$ cat config.mk
export PLATFORM = sky130hd
export DESIGN_NAME = mips_mc_control
export DESIGN_NICKNAME = d
export VERILOG_FILES = /design/src/rtl/mips_ctrl_pkg.sv /design/src/rtl/mips_mc_control_alu_decode.sv /design/src/rtl/mips_mc_control.sv
export SDC_FILE = /design/constraint.sdc
export NUM_CORES = 1
export LEC_CHECK = 0
export BUFFER_PORTS_ARGS = -buffer_cell sky130_fd_sc_hd__buf_2
export CAP_MARGIN = 20
export CORE_ASPECT_RATIO = 1.2
export CORE_UTILIZATION = 50
export CTS_CLUSTER_SIZE = 28
export DETAILED_ROUTE_END_ITERATION = 8
export GPL_TIMING_DRIVEN = 0
export PLACE_DENSITY = 0.87
export SYNTH_ARGS = -nofsm -noshare
export SYNTH_HDL_FRONTEND = slang
export SYNTH_SLANG_ARGS = --single-unit
export TNS_END_PERCENT = 100
$ cat constraint.sdc
create_clock -name clk -period 2.4 [get_ports clk]
set_input_delay 0.12 -clock clk [delete_from_list [all_inputs] [get_ports clk]]
set_output_delay 0.12 -clock clk [all_outputs]
set_load 0.005 [all_outputs]
$ cat src/rtl/mips_ctrl_pkg.sv
// Shared encodings for the multicycle MIPS control unit: FSM states, ALU
// operations, opcode/funct values and datapath mux selects.
package mips_ctrl_pkg;

  typedef enum logic [3:0] {
    S_FETCH  = 4'd0,
    S_DECODE = 4'd1,
    S_MEMADR = 4'd2,
    S_MEMRD  = 4'd3,
    S_MEMWB  = 4'd4,
    S_MEMWR  = 4'd5,
    S_RTEXE  = 4'd6,
    S_RTWB   = 4'd7,
    S_IEXE   = 4'd8,
    S_IWB    = 4'd9,
    S_BRANCH = 4'd10,
    S_JUMP   = 4'd11
  } state_t;

  localparam logic [3:0] ALU_ADD  = 4'd0;
  localparam logic [3:0] ALU_SUB  = 4'd1;
  localparam logic [3:0] ALU_AND  = 4'd2;
  localparam logic [3:0] ALU_OR   = 4'd3;
  localparam logic [3:0] ALU_XOR  = 4'd4;
  localparam logic [3:0] ALU_NOR  = 4'd5;
  localparam logic [3:0] ALU_SLT  = 4'd6;
  localparam logic [3:0] ALU_SLTU = 4'd7;

  localparam logic [5:0] OP_RTYPE = 6'h00;
  localparam logic [5:0] OP_J     = 6'h02;
  localparam logic [5:0] OP_BEQ   = 6'h04;
  localparam logic [5:0] OP_BNE   = 6'h05;
  localparam logic [5:0] OP_ADDI  = 6'h08;
  localparam logic [5:0] OP_ADDIU = 6'h09;
  localparam logic [5:0] OP_SLTI  = 6'h0A;
  localparam logic [5:0] OP_SLTIU = 6'h0B;
  localparam logic [5:0] OP_ANDI  = 6'h0C;
  localparam logic [5:0] OP_ORI   = 6'h0D;
  localparam logic [5:0] OP_XORI  = 6'h0E;
  localparam logic [5:0] OP_LW    = 6'h23;
  localparam logic [5:0] OP_SW    = 6'h2B;

  localparam logic [5:0] F_ADD  = 6'h20;
  localparam logic [5:0] F_ADDU = 6'h21;
  localparam logic [5:0] F_SUB  = 6'h22;
  localparam logic [5:0] F_SUBU = 6'h23;
  localparam logic [5:0] F_AND  = 6'h24;
  localparam logic [5:0] F_OR   = 6'h25;
  localparam logic [5:0] F_XOR  = 6'h26;
  localparam logic [5:0] F_NOR  = 6'h27;
  localparam logic [5:0] F_SLT  = 6'h2A;
  localparam logic [5:0] F_SLTU = 6'h2B;

  localparam logic [1:0] SRCB_B      = 2'd0;
  localparam logic [1:0] SRCB_FOUR   = 2'd1;
  localparam logic [1:0] SRCB_IMM    = 2'd2;
  localparam logic [1:0] SRCB_IMM_SH = 2'd3;

  localparam logic [1:0] PCSRC_ALU    = 2'd0;
  localparam logic [1:0] PCSRC_ALUOUT = 2'd1;
  localparam logic [1:0] PCSRC_JUMP   = 2'd2;

  function automatic logic is_imm_alu(input logic [5:0] op);
    return (op >= OP_ADDI) && (op <= OP_XORI);
  endfunction

  function automatic logic is_logic_imm(input logic [5:0] op);
    return (op == OP_ANDI) || (op == OP_ORI) || (op == OP_XORI);
  endfunction

endpackage

$ cat src/rtl/mips_mc_control_alu_decode.sv
// ALU operation and immediate-extender mode for the current state, decoded
// from the registered opcode/funct. Also flags whether an R-type funct exists.
module mips_alu_decode
  import mips_ctrl_pkg::*;
(
  input  state_t     state,
  input  logic [5:0] opcode,
  input  logic [5:0] funct,
  output logic [3:0] alu_ctrl,
  output logic       zero_extend,
  output logic       funct_valid
);

  logic [3:0] rt_op;

  always_comb begin
    rt_op       = ALU_ADD;
    funct_valid = 1'b1;
    case (funct)
      F_ADD, F_ADDU: rt_op = ALU_ADD;
      F_SUB, F_SUBU: rt_op = ALU_SUB;
      F_AND:         rt_op = ALU_AND;
      F_OR:          rt_op = ALU_OR;
      F_XOR:         rt_op = ALU_XOR;
      F_NOR:         rt_op = ALU_NOR;
      F_SLT:         rt_op = ALU_SLT;
      F_SLTU:        rt_op = ALU_SLTU;
      default:       funct_valid = 1'b0;
    endcase

    alu_ctrl    = ALU_ADD;
    zero_extend = 1'b0;
    case (state)
      S_RTEXE:  alu_ctrl = rt_op;
      S_IEXE: begin
        zero_extend = is_logic_imm(opcode);
        case (opcode)
          OP_SLTI:  alu_ctrl = ALU_SLT;
          OP_SLTIU: alu_ctrl = ALU_SLTU;
          OP_ANDI:  alu_ctrl = ALU_AND;
          OP_ORI:   alu_ctrl = ALU_OR;
          OP_XORI:  alu_ctrl = ALU_XOR;
          default:  alu_ctrl = ALU_ADD;
        endcase
      end
      // Extender mode must stay stable while the result is written back.
      S_IWB:    zero_extend = is_logic_imm(opcode);
      S_BRANCH: alu_ctrl = ALU_SUB;
      default:  ;
    endcase
  end

endmodule

$ cat src/rtl/mips_mc_control.sv
// Multicycle MIPS control FSM: sequences fetch/decode/execute/memory/write-back
// and drives every datapath select and write strobe from the current state.
module mips_mc_control
  import mips_ctrl_pkg::*;
(
  input  logic       clk,
  input  logic       rst,
  input  logic [5:0] opcode,
  input  logic [5:0] funct,
  input  logic       alu_zero,
  input  logic       mem_ready,
  output logic       PCWrite,
  output logic       IRWrite,
  output logic       MemRead,
  output logic       MemWrite,
  output logic       RegWrite,
  output logic       IorD,
  output logic       RegDst,
  output logic       MemtoReg,
  output logic       ALUSrcA,
  output logic [1:0] ALUSrcB,
  output logic [3:0] ALUCtrl,
  output logic [1:0] PCSource,
  output logic       ZeroExtend,
  output logic       instr_done,
  output logic       illegal_op
);

  state_t state_q, state_d;
  logic   funct_valid;

  mips_alu_decode u_alu_decode (
    .state       (state_q),
    .opcode      (opcode),
    .funct       (funct),
    .alu_ctrl    (ALUCtrl),
    .zero_extend (ZeroExtend),
    .funct_valid (funct_valid)
  );

  // Memory handshake: MemRead/MemWrite request an access and stay asserted,
  // unchanged, until a cycle with mem_ready=1; that cycle completes the access
  // and the FSM advances. mem_ready is a don't-care outside FETCH/MEMRD/MEMWR.
  always_comb begin
    state_d    = state_q;
    PCWrite    = 1'b0;
    IRWrite    = 1'b0;
    MemRead    = 1'b0;
    MemWrite   = 1'b0;
    RegWrite   = 1'b0;
    IorD       = 1'b0;
    RegDst     = 1'b0;
    MemtoReg   = 1'b0;
    ALUSrcA    = 1'b0;
    ALUSrcB    = SRCB_B;
    PCSource   = PCSRC_ALU;
    instr_done = 1'b0;
    illegal_op = 1'b0;

    case (state_q)
      S_FETCH: begin
        MemRead = 1'b1;
        ALUSrcB = SRCB_FOUR;
        if (mem_ready) begin
          IRWrite = 1'b1;
          PCWrite = 1'b1;
          state_d = S_DECODE;
        end
      end
      S_DECODE: begin
        ALUSrcB = SRCB_IMM_SH;
        if (opcode == OP_LW || opcode == OP_SW) begin
          state_d = S_MEMADR;
        end else if (opcode == OP_RTYPE && funct_valid) begin
          state_d = S_RTEXE;
        end else if (is_imm_alu(opcode)) begin
          state_d = S_IEXE;
        end else if (opcode == OP_BEQ || opcode == OP_BNE) begin
          state_d = S_BRANCH;
        end else if (opcode == OP_J) begin
          state_d = S_JUMP;
        end else begin
          illegal_op = 1'b1;
          instr_done = 1'b1;
          state_d    = S_FETCH;
        end
      end
      S_MEMADR: begin
        ALUSrcA = 1'b1;
        ALUSrcB = SRCB_IMM;
        state_d = (opcode == OP_LW) ? S_MEMRD : S_MEMWR;
      end
      S_MEMRD: begin
        MemRead = 1'b1;
        IorD    = 1'b1;
        if (mem_ready) state_d = S_MEMWB;
      end
      S_MEMWB: begin
        RegWrite   = 1'b1;
        MemtoReg   = 1'b1;
        instr_done = 1'b1;
        state_d    = S_FETCH;
      end
      S_MEMWR: begin
        MemWrite = 1'b1;
        IorD     = 1'b1;
        if (mem_ready) begin
          instr_done = 1'b1;
          state_d    = S_FETCH;
        end
      end
      S_RTEXE: begin
        ALUSrcA = 1'b1;
        state_d = S_RTWB;
      end
      S_RTWB: begin
        RegWrite   = 1'b1;
        RegDst     = 1'b1;
        instr_done = 1'b1;
        state_d    = S_FETCH;
      end
      S_IEXE: begin
        ALUSrcA = 1'b1;
        ALUSrcB = SRCB_IMM;
        state_d = S_IWB;
      end
      S_IWB: begin
        RegWrite   = 1'b1;
        instr_done = 1'b1;
        state_d    = S_FETCH;
      end
      S_BRANCH: begin
        ALUSrcA    = 1'b1;
        PCSource   = PCSRC_ALUOUT;
        PCWrite    = (opcode == OP_BNE) ? !alu_zero : alu_zero;
        instr_done = 1'b1;
        state_d    = S_FETCH;
      end
      S_JUMP: begin
        PCSource   = PCSRC_JUMP;
        PCWrite    = 1'b1;
        instr_done = 1'b1;
        state_d    = S_FETCH;
      end
      default: state_d = S_FETCH;
    endcase

    // Reset must silence every write immediately, even mid-access.
    if (rst) begin
      PCWrite    = 1'b0;
      IRWrite    = 1'b0;
      MemRead    = 1'b0;
      MemWrite   = 1'b0;
      RegWrite   = 1'b0;
      instr_done = 1'b0;
      illegal_op = 1'b0;
    end
  end

  always_ff @(posedge clk) begin
    if (rst) state_q <= S_FETCH;
    else     state_q <= state_d;
  end

endmodule

==> impl_metrics.tcl <==
set metrics [dict create \
    outcome "complete, no violations" \
    nFillCells 140 \
    synth_edf_count 0 \
    vias 1060 \
    final_util_pct 69.1 \
    critPathKind "flip-flop to primary output" \
    die-area_sq_um 1810 \
    synth_top_area_share_pct 9.76 \
    worstHoldStart "opcode[4]" \
    max_cap_viol_count 0 \
    r2r-end "state_q[0]" \
    critical_path_required_ns 2.28 \
    whs_path_depth 4 \
    gp_congestion 0.942 \
    stdcell_area_sq_um 1020 \
    largest_register_ffs 4 \
    grt_pass1_vias 884 \
    ir_drop_mv 0.159 \
    final_max_slew_viol_count 0 \
    antenna_found_initial 0 \
    cts_buffer_depth 2 \
    drt_wl_total_um 2390 \
    initialDrtViolationCount 40 \
    cts_max_level 1 \
    rows 15 \
    hp-class "primary input to flip-flop" \
    r2r_setup_slack_ns 0.82 \
    power_density_nw_per_um2 249 \
    synth-async-reset-ratio_pct 0 \
    syn_to_final_growth_pct 24.8 \
    wire_per_inst_um 13.8 \
    synth_fp_nets 137 \
    synth_area_leaders "dfxtp_1 9.8%, nand2b_1 6.9%, nor3_1 5.5%, nor2b_1 5.3%, nor2_1 5.0%" \
    yosys.cell_count.top_type "nor2_1" \
    power_mw 0.255 \
    start_util_pct 55.4 \
    ioPinCount 36 \
    synth_area_sq_um 821 \
    cts_buffers 3 \
    min_to "state_q[1]" \
    fp.dieW_um 39.0 \
    gr-total-overflow 0 \
    grt_busiest_layer "met2" \
    core_area_sq_um 1480 \
    cts_hold_repair.buffers 0 \
    antenna_cells 0 \
    switching_share_pct 33.8 \
    fin_crit_ns 2.12 \
    top_register "state_q" \
    hpwlAfterDp_um 1890 \
    fmax_mhz 471 \
    power.switching_mw 0.0862 \
    cts_tree "yes" \
    drc_errors 0 \
    slowest_stage "or3_1" \
    yosys_warnings 0 \
    synth_common_cells "11 x nor2_1, 9 x nand2b_1, 9 x nor3_1" \
    cp_top_family "simple AND/OR/NAND/NOR gates" \
    crit_chain "clkbuf_1 > nor3_1 > nand2_1 > or3_1 > o22ai_1 > buf_2" \
    pwr-share-comb_pct 39.3 \
    worst-path-max-fanout 10 \
    firstDrtPassIters 4 \
    root_buffer "clkbuf_4" \
    clkSinkCount 4 \
    yosysUniqueCellTypes 50 \
    layout-drive-gt1-share_pct 28.8 \
    clkTransAtPathRegs_ns 0.04 \
    ys.flop_type "dfxtp_1" \
    grt_pass1_wl_um 3550 \
    yosysSeqAreaShare_pct 9.76 \
    post_cts_buffers 0 \
    placed_area_sq_um 1000 \
    final.setup_skew_ns 0.00789 \
    seq_power_share_pct 28.3 \
    r2r-start "state_q[1]" \
    post-route-period-util_pct 88.4 \
    tns_ns 0 \
    ctsResizeCount 0 \
    use_met1_pct 30.5 \
    cp.arrival_ns 2.00 \
    clk_latency_ns 0.23 \
    report.final.setup_viol 0 \
    ys_seq_elements 4 \
    synthCells 121 \
    power_frac_clock_pct 32.4 \
    leakage_nw 0.440 \
    viasPerCell 6.13 \
    grt_use_total_pct 27.2 \
    grt_use_met2_pct 49.7 \
    p_int_mw 0.168 \
    ant_nets 0 \
    die_h_um 46.4 \
    rsz0062_at_grt "no" \
    nNetsFinal 174 \
    avgSynthCellArea_sq_um 6.78 \
    finalHoldViolCount 0 \
    synth_top_cell_by_area "dfxtp_1" \
    cp-start-kind "flip-flop" \
    cp.buffers_inverters 2 \
    grt_max_degree 11 \
    top_regs "state_q (4)" \
    ff2ff_path_depth 5 \
    crit_path_max_incr_delay_ns 0.38 \
    gr-usage-met3_pct 4.35 \
    critPathCaptureType "primary output" \
    port_buffers 32 \
]
==> stage by stage <==
stage          instances  worst slack, ns  hold WS, ns
6_report             173            0.279        0.322
5_1_grt              173            0.198        0.340
4_1_cts              173            0.327        0.314
3_5_place_dp         170            0.582        0.530
3_3_place_gp         170            0.614        0.518
2_1_floorplan        121            0.941        0.328
==> tightest hold or removal path: stages <==
cell     delay (ns)
buf_2          0.13
inv_1          0.06
a21oi_1        0.06
o21ai_1        0.13
==> power by group through the flow <==
stage | Clock [mW] | Combinational [mW] | Sequential (mW)
after detailed placement | 0 | 0.0985 | 0.0728
after global placement | 0 | 0.0952 | 0.0726
after global routing | 0.0912 | 0.109 | 0.0721
final | 0.0826 | 0.100 | 0.0720
after floorplan | 0 | 0.0605 | 0.0715
after CTS | 0.0840 | 0.0990 | 0.0718
==> cell usage in the layout (no fill, tap or decap), types with 2 or more instances in the layout <==
cell,netlist,final
buf_2,2,34
xnor2_1,3,3
dfxtp_1,4,4
clkbuf_1,4,4
o21ai_0,6,6
a211oi_1,2,2
nand2_1,6,6
nor2_1,11,11
inv_1,4,4
and3_1,3,3
mux2i_1,2,2
a31oi_1,3,3
a22o_1,2,2
nand2b_1,9,9
o21bai_1,2,2
clkbuf_4,0,3
a21oi_1,6,6
nor3b_1,2,2
nor3_1,9,9
o22ai_1,2,2
nor2b_1,7,7
a211o_1,3,3
==> logic make-up (layout without fill, tap and decap cells) <==
kind of cell	after synthesis	after routing	synth area share, %
compound gates	35	35	30.6
xor+xnor	4	4	4.27
buf+inv	14	49	8.08
flops	4	4	9.76
mux	2	2	2.44
other cells	1	1	0.457
simple gates	61	61	44.4
==> worst max-delay path by stage <==
stage                     from          to  depth (start not counted)
CTS                 state_q[3]  instr_done                          6
global route        state_q[3]  instr_done                          6
floorplan           state_q[3]  instr_done                          5
global placement    state_q[3]  instr_done                          6
finish              state_q[3]  instr_done                          6
detailed placement  state_q[3]  instr_done                          6
==> area by class of cell <==
type                            count  area (sq um)  share of cell area [%]
Timing Repair Buffer               32           160                    15.6
Sequential cell                     4          80.1                    7.81
Buffer                              9          47.5                    4.64
Multi-Input combinational cell    103           674                    65.8
Inverter                            5          18.8                    1.83
Clock buffer                        3          22.5                    2.20
Tap cell                           17          21.3                    2.08
==> routing by layer <==
metal,wire length [um],part of all wire (%)
met1,935,39
met2,1220,51
met3,198,8.3
met4,37,1.5
met5,0,0
Note: power is estimated with default switching activity, not from simulation.
